**config.mk**
```make
export PLATFORM = sky130hd
export DESIGN_NAME = csa_multiop_accum
export DESIGN_NICKNAME = d
export VERILOG_FILES = /design/src/rtl/csa_multiop_accum.sv
export SDC_FILE = /design/constraint.sdc
export NUM_CORES = 1
export LEC_CHECK = 0
export ABC_CLOCK_PERIOD_IN_PS = 2200
export CAP_MARGIN = 15
export CORE_ASPECT_RATIO = 1.2
export CORE_MARGIN = 2
export CORE_UTILIZATION = 45
export DETAILED_ROUTE_END_ITERATION = 12
export PLACE_DENSITY_LB_ADDON = 0.1
export SYNTH_ARGS = -nofsm -noshare
export SYNTH_HDL_FRONTEND = slang
export SYNTH_SLANG_ARGS = --single-unit
```
**constraint.sdc**
```tcl
create_clock -name clk -period 2.2 [get_ports clk]
set_clock_uncertainty 0.2 [all_clocks]
set_input_delay 0.66 -clock clk [delete_from_list [all_inputs] [get_ports clk]]
set_output_delay 0.66 -clock clk [all_outputs]
set_load 0.03 [all_outputs]
```
**src/rtl/csa_multiop_accum.sv**
```systemverilog
// Burst accumulator: folds N operands into redundant sum/carry registers with a
// 3:2 carry-save step per operand, then resolves them with one carry-propagate add.
module csa_multiop_accum #(
    parameter int M     = 8,
    parameter int CNT_W = 4
) (
    input  logic                 clk,
    input  logic                 rst_n,
    input  logic                 start,
    input  logic [CNT_W-1:0]     num_ops,
    input  logic                 clear,
    output logic                 busy,
    input  logic                 in_valid,
    output logic                 in_ready,
    input  logic [M-1:0]         in_data,
    output logic                 out_valid,
    input  logic                 out_ready,
    output logic [M+CNT_W-1:0]   result
);

    localparam int ACCW = M + CNT_W;

    typedef enum logic [1:0] {IDLE, ACCUM, RESOLVE, DONE} state_t;

    state_t            state_q, state_d;
    logic [ACCW-1:0]   s_q, s_d;
    logic [ACCW-1:0]   c_q, c_d;
    logic [CNT_W-1:0]  cnt_q, cnt_d;
    logic [ACCW-1:0]   result_q, result_d;

    logic [ACCW-1:0]   x_ext;
    logic [ACCW-1:0]   maj;
    logic              xfer;

    assign x_ext = {{CNT_W{1'b0}}, in_data};
    assign maj   = (s_q & c_q) | (s_q & x_ext) | (c_q & x_ext);
    assign xfer  = (state_q == ACCUM) && in_valid && !clear;

    always_ff @(posedge clk or negedge rst_n) begin
        if (!rst_n) begin
            state_q <= IDLE;
        end else begin
            state_q <= state_d;
        end
    end

    always_comb begin
        state_d = state_q;
        if (clear) begin
            state_d = IDLE;
        end else begin
            case (state_q)
                IDLE:    if (start) state_d = (num_ops != '0) ? ACCUM : RESOLVE;
                ACCUM:   if (in_valid && cnt_q == CNT_W'(1)) state_d = RESOLVE;
                RESOLVE: state_d = DONE;
                DONE:    if (out_ready) state_d = IDLE;
                default: state_d = IDLE;
            endcase
        end
    end

    always_comb begin
        busy      = (state_q != IDLE);
        in_ready  = (state_q == ACCUM);
        out_valid = (state_q == DONE);
    end

    // Clear flushes the partial sums but leaves the last delivered result intact.
    always_comb begin
        s_d      = s_q;
        c_d      = c_q;
        cnt_d    = cnt_q;
        result_d = result_q;
        if (clear) begin
            s_d   = '0;
            c_d   = '0;
            cnt_d = '0;
        end else if (state_q == IDLE && start) begin
            s_d   = '0;
            c_d   = '0;
            cnt_d = num_ops;
        end else if (xfer) begin
            s_d   = s_q ^ c_q ^ x_ext;
            c_d   = {maj[ACCW-2:0], 1'b0};
            cnt_d = cnt_q - CNT_W'(1);
        end else if (state_q == RESOLVE) begin
            result_d = s_q + c_q;
        end
    end

    always_ff @(posedge clk or negedge rst_n) begin
        if (!rst_n) begin
            s_q      <= '0;
            c_q      <= '0;
            cnt_q    <= '0;
            result_q <= '0;
        end else begin
            s_q      <= s_d;
            c_q      <= c_d;
            cnt_q    <= cnt_d;
            result_q <= result_d;
        end
    end

    assign result = result_q;

endmodule

```
==> results.yml, run 1 <==
timing:
  post-route-period-util: 0.984
  period_minus_slack_ps: 2170
  whs_ps: 100
  tightest_slew_ps: 436
  slew_headroom: 0.709
  slew_violations: 0
  finalHoldViolCount: 0
  fin_ws_ps: 34.8
  setup_tns_ps: 0
  setup_viol: 0
  fmax_mhz: 462
drt:
  first_pass_iters: 4
  drc_errors: 0
  wirelength_um: 4760
  first_iter_violations: 53
  antenna_left: 0
  vias_per_cell: 5.15
  routedWlPerCell_um: 13.4
  vias: 1832
layout:
  nets: 338
  fill_cells: 496
  final_cells: 356
  syn2layout_area_growth_pct: 26.3
  fin_util: 0.579
  n_antenna_cell: 0
  drive_above_1_share: 0.139
synth:
  synth_commonest_cells: "nand2_1 (60), dfrtp_1 (41), a21oi_1 (30)"
  yosysTopAreaCell: "dfrtp_1"
  synth_enable_flop_cells: 0
  synth_mux_area_frac: 0.0142
  synthDistinctLibCells: 36
  syn_area_per_cell_sq_um: 9.66
  netlist.area_leader.share: 0.432
  ys_seq_area_frac: 0.432
  yosys_warnings: 0
  syn-num-nets: 290
  async_flop_share: 1.00
  synth-simple-area-share: 0.151
  ys_ff_latch: 41
  synthXorXnorAreaFrac: 0.0516
  synthCells: 246
  yosysMostFrequentCell: "nand2_1"
  synth_compound_area_frac: 0.162
  synthAdderAreaFrac: 0.162
  synth_top_family_by_area: "compound AO/OA/AOI/OAI gates"
  ys.flop_type: "dfrtp_1"
  synth.top_cells.by_area: "dfrtp_1 (43%), ha_1 (9.5%), nand2_1 (9.5%), fa_1 (6.7%), a21oi_1 (6.3%)"
  netlist_area_sq_um: 2380
power_and_ir_drop:
  p_leak_nw: 1.50
  power_frac_seq: 0.408
  pwr-share-clk: 0.225
  irDropWorstVdd_mv: 0.526
  switching_share: 0.353
  p_int_mw: 1.43
  power_switching_uw: 783
  power_frac_comb: 0.366
  power.density_nw_per_um2: 738
floorplan:
  die_y_um: 83.6
  die-area_sq_um: 5880
  floorplan.initialDensity: 0.458
  rows: 29
  fp.coreArea_sq_um: 5190
  floorplan.die.width_um: 70.4
  io_pins: 33
setup_path:
  critical_path_class: "register to output port"
  worst_ep_required_time_ps: 1340
  critical_path.cell_chain: "clkdlybuf4s50_1"
  cp.arrival_ps: 1310
  critPathSlowestCell: "clkdlybuf4s50_1"
  crit_path_end_kind: "output port"
  cp_num_buf_inv: 1
  critPathMaxFanout: 2
  critPathMaxStageDelay_ps: 670
  startpoint_type: "register"
  path_delay_family: "buffers and inverters"
global_route:
  use_met3: 0.0411
  busiest_layer: "met2"
  grt_pass1_vias: 1876
  grt_use_total: 0.180
  grt_max_degree: 24
  antenna_found_initial: 0
  grt-ovfl-total: 0
  grt_pass1_wl_um: 8560
  gr-usage-met1: 0.230
  grtUsageMet2: 0.302
clocking:
  cts_htree_levels: 2
  insertion_delay_ps: 290
  path_clk_slew_ps: 80
  numClockSinks: 41
  ctsHoldBuffers: 0
  cts_root_buf: "clkbuf_8"
  ctsLongestPathBuffers: 2
  cts_tree: "done"
  cts_buffers: 5
min_path:
  hold_class: "input port to asynchronous set/reset pin"
placement:
  routabilityCongestion: 0.851
  dp_hpwl_um: 3570
  dp.cells: 347
  post-place-ws_ps: -30.1
  io_buffer_count: 32
outcome:
  status: "finished clean"
run:
  max_cap_viol_count: 0
==> area by class of cell <==
class,count,area [sq um],area share
repair buffers,50,493,0.164
flip-flops and latches,41,1030,0.342
clock buffers,7,86.3,0.0288
inverters,6,22.5,0.00750
well taps,62,77.6,0.0258
multi-input cells,190,1300,0.432
==> worst paths after layout <==
path / start / end / slack, ps / depth (start not counted)
max: result[4] / result[4] / 30 / 1
min: rst_n / result[2] / 100 / 1
max reg2reg: c_q[1] / result[7] / 150 / 7
min reg2reg: result[9] / result[9] / 280 / 2
max in group asynchronous: rst_n / state_q[0] / 1220 / 2
min in group clk: result[9] / result[9] / 280 / 2
==> repair_timing <==
action / in CTS / in global routing
resized for setup: 1 / 15
buffers inserted: 0 / 2
setup endpoints to repair: 1 / 14
pin swaps: 0 / 2
==> registers in the layout (all words and copies together) (netlist names) <==
register  cells
c_q          11
cnt_q         4
result       12
s_q          12
state_q       2
==> stage by stage <==
| step | cell area, sq um | total power, mW |
|---|---|---|
| floorplan | 2380 | 1.41 |
| global placement | 2870 | 1.70 |
| detailed placement | 2870 | 1.71 |
| CTS | 2950 | 2.22 |
| global route | 3000 | 2.38 |
| finish | 3000 | 2.22 |
==> power groups by stage <==
stage	clock, mW	sequential [mW]	combinational, mW
after floorplan	0	0.958	0.449
after global placement	0	0.921	0.783
after detailed placement	0	0.920	0.794
after CTS	0.517	0.907	0.795
after global routing	0.557	0.922	0.899
final	0.500	0.905	0.812
==> cell families after synthesis <==
| family | count (synthesis) |
|---|---|
| multiplexers | 3 |
| flip-flops | 41 |
| AND/OR/NAND/NOR | 81 |
| AO/OA/AOI/OAI | 66 |
| XOR/XNOR | 14 |
| adder cells (fa/ha/maj) | 26 |
| buffers and inverters | 15 |
==> cell usage in the layout (no fill, tap or decap), drive strengths merged, types with 3 or more instances in the layout <==
cell	count
inv	6
clkbuf	7
nand2	62
a211oi	5
nand2b	3
a21o	4
buf	21
dfrtp	41
clkdlybuf4s50	19
mux2	3
dlymetal6s2s	9
ha	18
xor2	9
a21oi	31
nor2	8
xnor2	5
fa	8
o211ai	3
o21ai	16
==> worst reg2reg max path, delay by kind of cell, from the launching register on <==
family / cells / cell delay (ps)
flip-flops: 1 / 400
XOR/XNOR: 1 / 140
adder cells (fa/ha/maj): 2 / 580
AO/OA/AOI/OAI: 4 / 620
==> layer usage <==
| layer | up-vias | wire, um |
|---|---|---|
| li1 | 930 | - |
| met1 | 863 | 2110 |
| met3 | 6 | 200 |
| met5 | - | 0 |
| met4 | 0 | 69 |
| met2 | 33 | 2370 |
(Power assumes the default switching activity.)
==> run 2: changes to the inputs <==
- ABC_CLOCK_PERIOD_IN_PS: 2200 -> 2040
- SLEW_MARGIN: unset -> 15
- clock period: 2.2 -> 2.04 ns (I/O delays scaled with it)
==> results.yml, run 2 (synthesized netlist as in run 1, its figures left out) <==
outcome:
  status: "finished clean"
setup_path:
  reg2reg_depth: 7
  path_delay_family: "compound AO/OA/AOI/OAI gates"
  cp.arrival_ps: 2010
  critical_path.cell_chain: "ha_2, fa_2, a211oi_4, o21bai_1, a21oi_1, xor2_1, o21ai_1"
  cp_num_buf_inv: 0
  critical_path_depth: 7
  startpoint_type: "register"
  critical_path_class: "register to register"
  crit_path_end_kind: "register"
  critPathMaxFanout: 3
  worst_ep_required_time_ps: 2020
  critPathSlowestCell: "dfrtp_1"
  critPathMaxStageDelay_ps: 400
clocking:
  cts_tree: "done"
  insertion_delay_ps: 290
  ctsLongestPathBuffers: 2
  path_clk_slew_ps: 80
  cts_htree_levels: 2
  cts_buffers: 5
  numClockSinks: 41
  cts_root_buf: "clkbuf_8"
floorplan:
  floorplan.die.width_um: 70.4
  fp.coreArea_sq_um: 5190
  floorplan.initialDensity: 0.458
  die_y_um: 83.6
  rows: 29
  io_pins: 33
  die-area_sq_um: 5880
placement:
  dp_hpwl_um: 3540
  io_buffer_count: 32
  routabilityCongestion: 0.840
drt:
  wl_met1_um: 2080
  routedWlPerCell_um: 13.1
  antenna_left: 0
  vias_per_cell: 5.13
  first_pass_iters: 4
  first_iter_violations: 73
  wl_met3_um: 210
  drc_errors: 0
  top_layer_used: "met4"
  wirelength_um: 4750
  vias: 1862
  met2WireLength_um: 2380
power_and_ir_drop:
  power_mw: 2.45
  power.density_nw_per_um2: 800
  p_leak_nw: 1.42
  irDropWorstVdd_mv: 0.625
timing:
  slew_headroom: 0.700
  rsz0062_at_grt: "yes"
  setup_viol: 0
  post-route-period-util: 0.997
  slew_violations: 0
  finalHoldViolCount: 0
  fmax_mhz: 491
  tightest_slew_ps: 450
  period_minus_slack_ps: 2030
global_route:
  grt_use_total: 0.179
  grt-ovfl-total: 0
  antenna_found_initial: 0
  grt_pass1_wl_um: 8450
  grt_max_degree: 24
  grt_pass1_vias: 1895
layout:
  fin_util: 0.590
  n_antenna_cell: 0
  syn2layout_area_growth_pct: 28.8
  final_cell_mix: "nand2_1 (60), dfrtp_1 (40), a21oi_1 (29), buf_4 (22), clkdlybuf4s50_1 (16)"
  nets: 344
  final_common_cell: "nand2_1"
  drive_above_1_share: 0.173
  fill_cells: 481
min_path:
  hold_class: "input port to asynchronous set/reset pin"
run:
  max_cap_viol_count: 0
## run 2: cell count changes in the layout (fill, tap and decap cells not counted), moves of 2 or more
cell | previous run | this run
dlygate4sd2_1 | 0 | 12
dlymetal6s2s_1 | 9 | 0
buf_4 | 18 | 22
buf_6 | 0 | 3
clkdlybuf4s50_1 | 19 | 16
ha_4 | 0 | 3
clkbuf_1 | 1 | 3
ha_1 | 16 | 14
inv_1 | 6 | 4
o21ai_0 | 10 | 8
o21ai_1 | 6 | 8
## run 2: through the flow
| stage | hold slack, ps | area, sq um | std cells | TNS, ps | worst slack [ps] |
|---|---|---|---|---|---|
| floorplan | 116 | 2380 | 246 | 0 | 12.9 |
| global placement | 262 | 2900 | 351 | -1270 | -81.2 |
| detailed placement | 273 | 2900 | 351 | -1610 | -128 |
| CTS | 71.2 | 3020 | 363 | -48.3 | -29.5 |
| global route | 91.4 | 3060 | 363 | -144 | -58.6 |
| finish | 56.2 | 3060 | 363 | 0 | 5.12 |
## run 2: per-layer routing
layer | vias up | track usage
met2 | 36 | 0.302
met5 | - | 0
met3 | 8 | 0.0399
li1 | 945 | -
met1 | 873 | 0.221
met4 | 0 | 0.0717
## run 2: final cells by class
class | instances | area (sq um) | share of cell area
clock buffer | 8 | 80.1 | 0.0261
inverter | 6 | 25.0 | 0.00817
multi-input combinational | 190 | 1340 | 0.439
sequential | 41 | 1030 | 0.335
tap | 62 | 77.6 | 0.0253
timing repair buffer | 56 | 509 | 0.166
## run 2: path summary, 6_finish.rpt
check / startpoint / to / slack, ps
setup / recovery: c_q[1] / result[7] / 5
hold / removal: rst_n / result[8] / 60
setup reg to reg: c_q[1] / result[7] / 5
hold reg to reg: result[9] / result[9] / 280
max in group asynchronous: rst_n / state_q[0] / 1100
min in group clk: result[9] / result[9] / 280
## run 2: what timing repair did
| item | in CTS | in global routing |
|---|---|---|
| hold buffers | 0 | 0 |
| buffers inserted | 4 | 0 |
| setup endpoints to repair | 16 | 8 |
| pin swaps | 3 | 2 |
| resized for setup | 20 | 11 |
## run 2: report_power, final
| group | switching, mW | internal, mW | total [mW] |
|---|---|---|---|
| combinational | 0.529 | 0.424 | 0.953 |
| sequential | 0.0821 | 0.898 | 0.980 |
| clock | 0.274 | 0.243 | 0.517 |
